==> src/rtl/multicycle_control.sv <==
// Multicycle control FSM for the 16-bit MIPS datapath; outputs decode combinationally from state.
// Optional MCCTRL_ILLEGAL_TRAP_EN: illegal opcodes enter HALT (left only by reset) instead of NOP.
module multicycle_control #(
  parameter int unsigned OPC_W   = 3,
  parameter int unsigned FUNCT_W = 3
) (
  input  logic               clk,
  input  logic               reset,
  input  logic [OPC_W-1:0]   opcode,
  input  logic [FUNCT_W-1:0] funct,
  input  logic               sig_zero,
  input  logic               mem_ready,
  output logic [2:0]         sig_alu_control,
  output logic               sig_alu_src_a,
  output logic [1:0]         sig_alu_src_b,
  output logic               sig_pc_write,
  output logic [1:0]         sig_pc_source,
  output logic               sig_ir_write,
  output logic               sig_iord,
  output logic               sig_mem_read,
  output logic               sig_mem_write,
  output logic               sig_reg_write,
  output logic               sig_reg_dst,
  output logic               sig_mem_to_reg,
  output logic               sig_illegal,
  output logic [3:0]         sig_state
);

  localparam logic [3:0] FETCH    = 4'd0;
  localparam logic [3:0] DECODE   = 4'd1;
  localparam logic [3:0] MEM_ADDR = 4'd2;
  localparam logic [3:0] MEM_RD   = 4'd3;
  localparam logic [3:0] MEM_WB   = 4'd4;
  localparam logic [3:0] MEM_WR   = 4'd5;
  localparam logic [3:0] EXEC     = 4'd6;
  localparam logic [3:0] ALU_WB   = 4'd7;
  localparam logic [3:0] BRANCH   = 4'd8;
  localparam logic [3:0] JUMP     = 4'd9;
  localparam logic [3:0] ADDI_EX  = 4'd10;
  localparam logic [3:0] ADDI_WB  = 4'd11;
`ifdef MCCTRL_ILLEGAL_TRAP_EN
  localparam logic [3:0] HALT     = 4'd12;
`endif

  localparam logic [OPC_W-1:0] OP_R    = OPC_W'(3'b000);
  localparam logic [OPC_W-1:0] OP_ADDI = OPC_W'(3'b001);
  localparam logic [OPC_W-1:0] OP_J    = OPC_W'(3'b010);
  localparam logic [OPC_W-1:0] OP_LW   = OPC_W'(3'b100);
  localparam logic [OPC_W-1:0] OP_SW   = OPC_W'(3'b101);
  localparam logic [OPC_W-1:0] OP_BEQ  = OPC_W'(3'b110);

  logic [3:0] state_q, state_d;

  // State register; reset returns to FETCH immediately.
  always_ff @(posedge clk or posedge reset) begin
    if (reset) state_q <= FETCH;
    else       state_q <= state_d;
  end

  // Next-state and output decode.
  always_comb begin
    state_d         = state_q;
    sig_alu_control = 3'b000;
    sig_alu_src_a   = 1'b0;
    sig_alu_src_b   = 2'b00;
    sig_pc_write    = 1'b0;
    sig_pc_source   = 2'b00;
    sig_ir_write    = 1'b0;
    sig_iord        = 1'b0;
    sig_mem_read    = 1'b0;
    sig_mem_write   = 1'b0;
    sig_reg_write   = 1'b0;
    sig_reg_dst     = 1'b0;
    sig_mem_to_reg  = 1'b0;
    sig_illegal     = 1'b0;
    sig_state       = state_q;

    case (state_q)
      FETCH: begin
        sig_mem_read  = 1'b1;
        sig_alu_src_b = 2'b01;
        // Write enables are suppressed while reset is held.
        if (mem_ready && !reset) begin
          sig_ir_write = 1'b1;
          sig_pc_write = 1'b1;
          state_d      = DECODE;
        end
      end
      DECODE: begin
        sig_alu_src_b = 2'b10;
        case (opcode)
          OP_LW, OP_SW: state_d = MEM_ADDR;
          OP_R:         state_d = EXEC;
          OP_ADDI:      state_d = ADDI_EX;
          OP_BEQ:       state_d = BRANCH;
          OP_J:         state_d = JUMP;
          default: begin
            sig_illegal = 1'b1;
`ifdef MCCTRL_ILLEGAL_TRAP_EN
            state_d     = HALT;
`else
            state_d     = FETCH;
`endif
          end
        endcase
      end
      MEM_ADDR: begin
        sig_alu_src_a = 1'b1;
        sig_alu_src_b = 2'b10;
        state_d       = (opcode == OP_SW) ? MEM_WR : MEM_RD;
      end
      MEM_RD: begin
        sig_mem_read = 1'b1;
        sig_iord     = 1'b1;
        if (mem_ready) state_d = MEM_WB;
      end
      MEM_WB: begin
        sig_reg_write  = 1'b1;
        sig_mem_to_reg = 1'b1;
        state_d        = FETCH;
      end
      MEM_WR: begin
        sig_mem_write = 1'b1;
        sig_iord      = 1'b1;
        if (mem_ready) state_d = FETCH;
      end
      EXEC: begin
        sig_alu_src_a = 1'b1;
        // Unused funct codes fall back to add, like the ALU.
        if (funct <= FUNCT_W'(4)) sig_alu_control = 3'(funct);
        state_d = ALU_WB;
      end
      ALU_WB: begin
        sig_reg_write = 1'b1;
        sig_reg_dst   = 1'b1;
        state_d       = FETCH;
      end
      ADDI_EX: begin
        sig_alu_src_a = 1'b1;
        sig_alu_src_b = 2'b10;
        state_d       = ADDI_WB;
      end
      ADDI_WB: begin
        sig_reg_write = 1'b1;
        state_d       = FETCH;
      end
      BRANCH: begin
        sig_alu_src_a   = 1'b1;
        sig_alu_control = 3'b001;
        sig_pc_source   = 2'b01;
        sig_pc_write    = sig_zero;
        state_d         = FETCH;
      end
      JUMP: begin
        sig_pc_write  = 1'b1;
        sig_pc_source = 2'b10;
        state_d       = FETCH;
      end
`ifdef MCCTRL_ILLEGAL_TRAP_EN
      HALT: state_d = HALT;
`endif
      default: state_d = FETCH;
    endcase
  end

endmodule

==> config.mk <==
export PLATFORM = sky130hd
export DESIGN_NAME = multicycle_control
export DESIGN_NICKNAME = d
export VERILOG_FILES = /design/src/rtl/multicycle_control.sv
export SDC_FILE = /design/constraint.sdc
export NUM_CORES = 1
export LEC_CHECK = 0
export ABC_AREA = 0
export CAP_MARGIN = 30
export CORE_UTILIZATION = 36
export CTS_BUF_LIST = sky130_fd_sc_hd__clkbuf_8
export DETAILED_ROUTE_END_ITERATION = 6
export PLACE_DENSITY = 0.81
export SLEW_MARGIN = 20
export SYNTH_ARGS = -nofsm -noshare
export SYNTH_HDL_FRONTEND = slang
export SYNTH_SLANG_ARGS = --single-unit
==> constraint.sdc <==
create_clock -name clk -period 1.24 [get_ports clk]
set_clock_uncertainty 0.05 [all_clocks]
set_input_delay 0.124 -clock clk [delete_from_list [all_inputs] [get_ports clk]]
set_output_delay 0.124 -clock clk [all_outputs]
set_load 0.01 [all_outputs]
==> results, run 1 <==
- The number of top-level design ports is 31.
- After the last repair the worst path ends at an output port.
- The Yosys step of the flow raised 0 warnings.
- The number of CTS-inserted buffers is 3.
- In this run the biggest area consumer among cell types represents 17.3% of the synthesized area.
- Once the floorplan was initialized, standard cells occupied 38.4% of the core.
- The stage at which the run stopped is global routing (5_1_grt).
- The initialized floorplan defines 14 standard-cell rows.
- The share of synthesized area occupied by flip-flops and latches is between 10% and 20%.
- The pin count of the biggest net entering global routing is 13.
- sky130_fd_sc_hd__dfrtp_1 takes more of the synthesized area than any other cell.
- The run stopped with a tool error.
- CTS placed an instance of sky130_fd_sc_hd__clkbuf_8 at the clock tree root.
- The number of cells in the design after placement is 156.
- In this run the number of H-tree levels came out at 1.
- The post-synthesis sequential element count is 4.
- The number of enable-type register cells in the synthesized netlist is 0.
- Clock tree synthesis found a total of 4 sinks.
- The most frequently used cell type in the post-synthesis netlist is sky130_fd_sc_hd__nor2_1.
- In this run the deepest clock path goes through 2 buffers.
- In this run the tool buffered the top-level ports with 30 buffer cells.
- Once placement finished, the instance area stood at 1210 um2.
- The congestion estimate from routability-driven global placement came to approximately 0.96.
- The worst-path endpoint after global-route repair_timing is sig_illegal.
- The cell area after synthesis is 578 um2.
- Detailed placement finished with a half-perimeter wire length of 1740 um.
- The chip width is 42.1 um.
- In the synthesized netlist, the cells that appear most often are sky130_fd_sc_hd__nor2_1, sky130_fd_sc_hd__nand2b_1, sky130_fd_sc_hd__buf_2, sky130_fd_sc_hd__nor2b_1, sky130_fd_sc_hd__nor3_1.
- The most used flip-flop cell after synthesis is sky130_fd_sc_hd__dfrtp_1.
- The first error in the log reads "[ERROR DPL-0038] Utilization greater than 100%, impossible to legalize".
- Dividing the synthesized area by the synthesized cell count gives 7.23 um2.
- The height of the chip is between 40 and 50 um.
- The total nets after synthesis is 90.
- In the post-synthesis netlist, the biggest area contributors are sky130_fd_sc_hd__dfrtp_1, sky130_fd_sc_hd__nand2b_1, sky130_fd_sc_hd__nor2_1.
- In the synthesized netlist the async set-or-reset flop fraction comes to 100%.
- Yosys mapped the design onto 32 distinct sky130hd cell types.
- In the synthesized netlist, the number of instances is 80.
[kinds of logic after synthesis]
logic type / count (synthesis) / synth area share (%)
flip-flops: 4 / 17.3
AO/OA/AOI/OAI: 20 / 26.8
XOR/XNOR: 1 / 1.52
multiplexers: 1 / 1.73
AND/OR/NAND/NOR: 47 / 46.8
buffers and inverters: 7 / 5.84
[metrics by stage]
| step | TNS (ns) | hold WS (ns) | setup slack [ns] |
|---|---|---|---|
| floorplan | -0.479 | -0.160 | -0.118 |
| global placement | -8.38 | 0.415 | -0.529 |
| detailed placement | -8.85 | 0.428 | -0.552 |
| CTS | -5.53 | 0.208 | -0.399 |
[what timing repair did]
item / CTS
hold buffers: 0
setup buffers: 9
pin swaps: 5
resized for setup: 106
setup endpoints to repair: 25
==> run 2: changes to the inputs <==
CORE_AREA = 2 2 63 65   (was not set)
CORE_UTILIZATION = not set   (was 36)
CTS_BUF_LIST = not set   (was sky130_fd_sc_hd__clkbuf_8)
DIE_AREA = 0 0 65 67   (was not set)
PLACE_DENSITY = not set   (was 0.81)
PLACE_DENSITY_LB_ADDON = 0.15   (was not set)
clock period = 1.6 ns   (was 1.24 ns; I/O delays follow)
==> run 2 against run 1 <==
Against the previous run: the flow now finishes, with violations (negative setup slack); synthesized cell count did not move; synthesized area stayed put.
==> results, run 2 <==
- The maximum fanout along the worst path is 2.
- The top cell type by total area after synthesis is sky130_fd_sc_hd__dfrtp_1.
- By count the netlist is led by sky130_fd_sc_hd__nor2_1, sky130_fd_sc_hd__nand2b_1, sky130_fd_sc_hd__buf_2, sky130_fd_sc_hd__nor2b_1, sky130_fd_sc_hd__nor3_1.
- The cell area after synthesis is 578 um2 (unchanged).
- The number of cells in the design after placement is 180 (+15%).
- The first-pass GRT wire length is ~3500 um.
- After detailed routing, the number of remaining DRC violations is 0.
- The level count of the clock H-tree is 1 (unchanged).
- The slew at the pin closest to its max-slew limit is between 0.2 and 0.3 ns.
- Compared with the post-synthesis result, the final layout area differs by 123%.
- The number of port buffers is 30 (unchanged).
- The tightest min-delay check is of the in2async type.
- The number of top-level design ports is 31 (unchanged).
- The worst hold margin is 0.242 ns.
- Walking the worst path, the cells encountered are buf_6, or4b_4, nor2_2, buf_2.
- The most common cell in the synthesized netlist is sky130_fd_sc_hd__nor2_1.
- The HPWL after detailed placement came to 1690 um (-2.4%).
- The maximum count of clock buffers along a single path is 2 (unchanged).
- The total congestion overflow is 0.
- The tightest slew margin relative to the limit is 81.3%.
- The total nets after synthesis is 90 (unchanged).
- The fraction of synthesized cell area taken by the top area cell type is 17.3% (unchanged).
- The timing-limited maximum frequency is slightly below 600 MHz.
- The final setup violation count is 7.
- Data on the critical path arrives at its endpoint at 1.48 ns.
- The height of the chip is 67 um (+59%).
- The hold-fix buffer count after cts is 0 (unchanged).
- The area of the core region is around 3600 um2.
- The share of async-settable or async-resettable flops after synthesis is 100% (unchanged).
- The final instance count without filler cells is 193.
- The Yosys warning count is 0 (unchanged).
- After layout, the worst setup slack is -0.0929 ns.
- The routability congestion estimate was 0.804 (-17%).
- The share of synthesized area occupied by flip-flops and latches is 17.3% (unchanged).
- The final total power is approximately 2.4 mW.
- The type of destination of the critical path is a primary output.
- The longest individual stage delay on the worst path is 0.55 ns.
- In the global route stage, overall resource usage came out at between 10 and 15%.
- The number of detailed-route iterations in the first pass is 4.
- The row count is 22 (+8).
- The clock network latency to the later pin of the worst-skew pair is 0.22 ns.
- The CTS tree is yes.
- Clock tree synthesis selected as its root buffer the cell sky130_fd_sc_hd__clkbuf_8.
- At the end of the flow, the number of nets in the layout was roughly 160.
- The mean number of vias per cell is 4.36.
- The first-iteration detailed-routing DRC count is 30.
- Entering global routing, the biggest net connects 17 pins.
- The number of enable-type register cells in the synthesized netlist is 0 (unchanged).
- The primary flip-flop cell chosen by synthesis mapping is sky130_fd_sc_hd__dfrtp_1.
- The floorplan step defined a die boundary enclosing roughly 4400 um2.
- The number of CTS-inserted buffers is 3 (unchanged).
- Sorting the synthesized cells by area gives the leading types as sky130_fd_sc_hd__dfrtp_1, sky130_fd_sc_hd__nand2b_1, sky130_fd_sc_hd__nor2_1.
- The via count of the first global-routing pass is roughly 800.
- The cell area after placement came to 1120 um2 (-7.6%).
- The analysis attributes to cell leakage a power of 0.580 nW.
- The post-synthesis area per instance is 7.23 um2 (unchanged).
- The repair_antennas step left the layout with diodes totalling 0.
- The detailed router placed between 800 and 900 vias in this run.
- Across the run, the number of max-cap violations was 0.
- The detailed-route wire length is 2260 um.
- The count of cell types in the netlist is 32 (unchanged).
- The critical path is of the reg2out type.
- The worst setup path is launched from a flop.
- The total clock sinks is 4 (unchanged).
- The fraction of the cycle the final worst path needs is 106%.
- The final count of hold timing violations is 0.
- Of the cells placed in the final design, the portion with a size suffix greater than 1 is ~55%.
- The run finished, with violations left.
- The cell at the slowest stage of the critical path is sky130_fd_sc_hd__or4b_4.
- The setup TNS after final layout is -0.378 ns.
- The chip width is 65 um (+55%).
- For this design the ratio of total power to cell area is between 1500 and 2000 nW/um2.
- The register with the most flip-flops in the layout has 4 of them.
- The final reports fail on negative setup slack.
- The library cells used most frequently in the layout, excluding fill and tap cells, are sky130_fd_sc_hd__buf_4, sky130_fd_sc_hd__buf_2, sky130_fd_sc_hd__clkdlybuf4s50_1.
- The detail-routed net length per standard cell is 11.7 um.
- The critical path data required time is 1.39 ns.
- The number of nets with antenna violations after detailed routing is 0.
- Clock-pin slew was measured on the worst setup and hold paths at 0.03 ns.
- The number of instances in the synthesized netlist is 80 (unchanged).
- The total count of max-transition violations in the final report is 0.
- The final critical-path required period is 1.69 ns.
- The starting utilization of the core area is 16.0% (-22 points).
- The number of antenna violations at the first check in global routing is 0.
- The most common cell after layout, fill and taps aside is sky130_fd_sc_hd__buf_4.
- The post-synthesis sequential element count is 4 (unchanged).
- The worst-case vdd ir drop is roughly 0.43 mV.
- Summing all non-filler instances in the final layout gives an area of 1290 um2.
- Setup repair after global routing could not meet its margin everywhere.
## run 2: cell counts after synthesis
No cell type changed its count.
## run 2: logic make-up (layout without fill, tap and decap cells)
| family | Yosys count | count (layout) | synth area share [%] |
|---|---|---|---|
| XOR/XNOR | 1 | 1 | 1.52 |
| buffers and inverters | 7 | 72 | 5.84 |
| AND/OR/NAND/NOR | 47 | 47 | 46.8 |
| flip-flops | 4 | 4 | 17.3 |
| multiplexers | 1 | 1 | 1.73 |
| AO/OA/AOI/OAI | 20 | 20 | 26.8 |
## run 2: what timing repair did
item,in CTS,in global routing
cloned,0,0
gates resized for setup,83,22
setup endpoints to repair,18,17
setup buffers,10,2
pin swaps,6,8
## run 2: where the power goes
part           switching, mW  internal [mW]  leakage, nW
registers             0.0705          0.153       0.0492
logic                  0.865           1.11        0.509
clock network         0.0523          0.160       0.0216
## run 2: final timing paths
kind                           endpoint  slack, ns          from  cells after the start
setup / recovery            sig_illegal      -0.09  sig_state[3]                      4
setup reg to reg           sig_state[0]      -0.08  sig_state[1]                      5
max in group asynchronous  sig_state[0]       1.09         reset                      3
hold reg to reg            sig_state[3]       0.74  sig_state[2]                      3
hold / removal             sig_state[2]       0.24         reset                      3
min in group clk           sig_state[1]       0.70     opcode[2]                      4
## run 2: final cells by class
type	instances	area, um2
sequential	4	103
clock buffer	3	41.3
fill	392	2320
multi-input combinational	69	544
tap	48	60.1
inverter	1	3.75
timing repair buffer	68	537
## run 2: critical path: cells and delay by family, from the launching register on
family / cells / cell delay (ns)
and+or+nand+nor: 2 / 0.64
buffers and inverters: 2 / 0.25
DFF: 1 / 0.38
## run 2: metal layers
metal  vias to the layer above  global-route usage, %  routed length [um]
met4                         0                   4.79                  14
li1                        426                      -                   -
met3                         2                   1.69                  92
met2                        22                   18.4                1150
met5                         -                      0                   0
met1                       391                   12.2                1000
## run 2: metrics by stage
stage | utilization (%) | worst slack (ns)
after floorplan | - | 0.136
after global placement | 31.0 | -0.297
after detailed placement | 31.0 | -0.316
after CTS | 33.9 | -0.151
after global routing | 35.7 | -0.142
final | 35.7 | -0.0929
(Power assumes the default switching activity.)
==> run 3: changes to the inputs <==
CTS_CLUSTER_DIAMETER = 200   (was not set)
PLACE_DENSITY_LB_ADDON = not set   (was 0.15)
==> run 3 against run 2 <==
Against the previous run: the run still ends with negative setup slack left; non-clock buffer count is 1 lower; clock power is 2% lower; register-to-register slack better by 0.09 ns; global-route usage is 0.46 points lower; design area is 0.97% lower; routed wire length is 0.31% higher; largest cell class unchanged; fmax is 3.1% higher.
==> results, run 3 (synthesized netlist as in run 2, its figures left out) <==
- The run finished, with violations left.
- The final reports fail on negative setup slack.
- The first-pass GRT wire length is 3490 um (+0.40%).
- The met3 layer usage reported by global route is 0.845% (-0.84 points).
- The number of detailed-route iterations in the first pass is 4 (unchanged).
- The tightest slew margin relative to the limit came to 80.8% (-0.52 points).
- The critical path data required time is 1.39 ns (about the same).
- The number of nets with antenna violations after detailed routing is 0 (unchanged).
- The overall die area is 4360 um2 (unchanged).
- The total clock sinks is 4 (unchanged).
- In the layout the commonest cells are sky130_fd_sc_hd__buf_4, sky130_fd_sc_hd__buf_2, sky130_fd_sc_hd__clkdlybuf4s50_1.
- The clock network latency to the later pin of the worst-skew pair came to 0.21 ns (about the same).
- The met1 global-route usage came to 12.5% (+0.30 points).
- The final count of hold timing violations is 0 (unchanged).
- The total count of max-transition violations in the final report is 0 (unchanged).
- The row count is 22 (unchanged).
- The worst-case vdd ir drop is 0.503 mV (+16%).
- The global routing usage on met2 is 18.2% (-0.26 points).
- The number of cells in the design after placement was 180 (unchanged).
- The chip width is 65 um (unchanged).
- The power share of the combinational group is 82.6% (+0.7 points).
- The level count of the clock H-tree is 1 (unchanged).
- Setup repair after global routing could not meet its margin everywhere.
- The number of port buffers is 30 (unchanged).
- The length in cells of the worst reg-to-reg path is 5 (unchanged).
- The most common cell after layout, fill and taps aside is sky130_fd_sc_hd__buf_4.
- The switching power summed over all nets was 1.00 mW (+1.4%).
- The worst hold path belongs to the class in2async.
- The number of top-level design ports is 31 (unchanged).
- The final setup violation count is 3 (-4).
- TritonCTS built the clock tree.
- The arrival time at the worst endpoint is 1.43 ns (-0.05 ns).
- The total congestion overflow is 0 (unchanged).
- The area of the core region is 3610 um2 (unchanged).
- The number of flip-flops in the largest register is 4 (unchanged).
- The switching power share of the total was 41.4% (+0.38 points).
- The total global-route track usage is 9.93% (-0.46 points).
- The slew at the pin closest to its max-slew limit is 0.286 ns (+0.00613 ns).
- The detailed-route wire length is 2260 um (+0.31%).
- The filler cell count was 387 (-1.3%).
- The count of antenna diodes in the layout came to 0 (unchanged).
- The root cell of the clock tree is sky130_fd_sc_hd__clkbuf_8.
- STA classifies the critical path endpoint as a primary output.
- The area added between synthesis and finish is 121%.
- The ratio of total power to cell area was 1890 nW/um2 (+1.4%).
- The net count reported at finish is 156 (-0.64%).
- The share of total power in the clock network is 8.6% (-0.2 points).
- The critical path is of the reg2out type.
- The HPWL after detailed placement is 1640 um (-3.3%).
- The timing-limited maximum frequency is 609 MHz (+3.1%).
- The leakage power total is 0.596 nW (+2.8%).
- The number of antenna violations at the first check in global routing is 0 (unchanged).
- The number of violations of the max-capacitance limit is 0 (unchanged).
- The pin count of the biggest net entering global routing is 10 (-7).
- The worst setup path is launched from a flop.
- The first-iteration detailed-routing DRC count is 19 (-37%).
- The worst slack after detailed placement is -0.332 ns (-0.0152 ns).
- In this run the most used layer during global routing was met2.
- The worst setup slack after layout is -0.0422 ns (+0.0507 ns).
- The maximum count of clock buffers along a single path was 2 (unchanged).
- The final critical-path required period is 1.64 ns (-0.0507 ns).
- The final instance count without filler cells is 192 (-0.52%).
- The portion of total power attributed to sequential cells is 8.7% (-0.6 points).
- The via count of the first global-routing pass is 794 (+2.1%).
- The height of the chip is 67 um (unchanged).
- The internal cell power was 1.42 mW (-0.24%).
- The detailed-route DRC error count is 0 (unchanged).
- The mean number of vias per cell was 4.49 (+3.0%).
- The fraction of the core area covered by cells at the end of the flow is 35.4% (-0.35 points).
- The final total power is 2.42 mW (+0.41%).
- The maximum fanout along the worst path came to 7 (+5).
- The starting utilization of the core area came to 16.0% (unchanged).
- The fraction of the cycle the final worst path needs is 103% (-3.2 points).
- The total number of vias is 862 (+2.5%).
- The routability congestion estimate is 0.793 (-1.4%).
- The detail-routed net length per standard cell is 11.8 um (+0.83%).
- The number of CTS-inserted buffers was 3 (unchanged).
- The ratio of cells with drive above 1 in the final layout is 54.9% (-0.31 points).
- The clock edge transition at the registers on the reported setup and hold paths is 0.03 ns (about the same).
- The hold-fix buffer count after cts is 0 (unchanged).
-- run 3: path summary, 6_finish.rpt --
| kind | start | to | slack (ns) |
|---|---|---|---|
| hold / removal | reset | sig_state[0] | 0.23 |
| min in group clk | sig_state[3] | sig_state[2] | 0.62 |
| max in group asynchronous | reset | sig_state[3] | 1.11 |
| hold reg to reg | sig_state[3] | sig_state[2] | 0.62 |
| setup / recovery | sig_state[1] | sig_reg_write | -0.04 |
| setup reg to reg | sig_state[1] | sig_state[0] | 0.01 |
-- run 3: layout make-up --
type                       count  area [um2]  area share (%)
tap                           48        60.1            4.71
sequential                     4         103            8.04
multi-input combinational     69         544            42.6
inverter                       1        3.75           0.294
timing repair buffer          67         524            41.1
clock buffer                   3        41.3            3.24
-- run 3: through the flow --
step                setup TNS, ns  cell area [um2]  hold WS [ns]
floorplan                       0              578        -0.124
global placement            -2.96             1120         0.444
detailed placement          -2.89             1120         0.455
CTS                        -0.309             1250         0.235
global route               -0.372             1280         0.279
finish                    -0.0866             1280         0.228
-- run 3: worst max-delay path: stages, from the launching register on --
cell and delay, ns:
sky130_fd_sc_hd__dfrtp_2 0.45, sky130_fd_sc_hd__buf_6 0.14, sky130_fd_sc_hd__buf_8 0.13, sky130_fd_sc_hd__nor2b_4 0.12, sky130_fd_sc_hd__nor3_2 0.05, sky130_fd_sc_hd__a32o_2 0.22
sky130_fd_sc_hd__buf_6 0.12
-- run 3: repair_timing --
item / 4_1_cts / 5_1_grt
buffers inserted: 8 / 3
endpoints found under the setup margin: 21 / 16
gates resized for setup: 79 / 22
pin swaps: 5 / 7
-- run 3: power groups by stage --
stage / clock network (mW) / registers, mW / logic (mW)
2_1_floorplan: 0 / 0.233 / 0.751
3_3_place_gp: 0 / 0.208 / 1.68
3_5_place_dp: 0 / 0.209 / 1.68
4_1_cts: 0.212 / 0.202 / 1.88
5_1_grt: 0.220 / 0.220 / 2.16
6_report: 0.209 / 0.211 / 2.00
-- run 3: per-layer routing --
layer / wire length, um / vias up
li1: - / 429
met1: 993 / 403
met2: 1160 / 28
met3: 110 / 2
met4: 4 / 0
met5: 0 / -
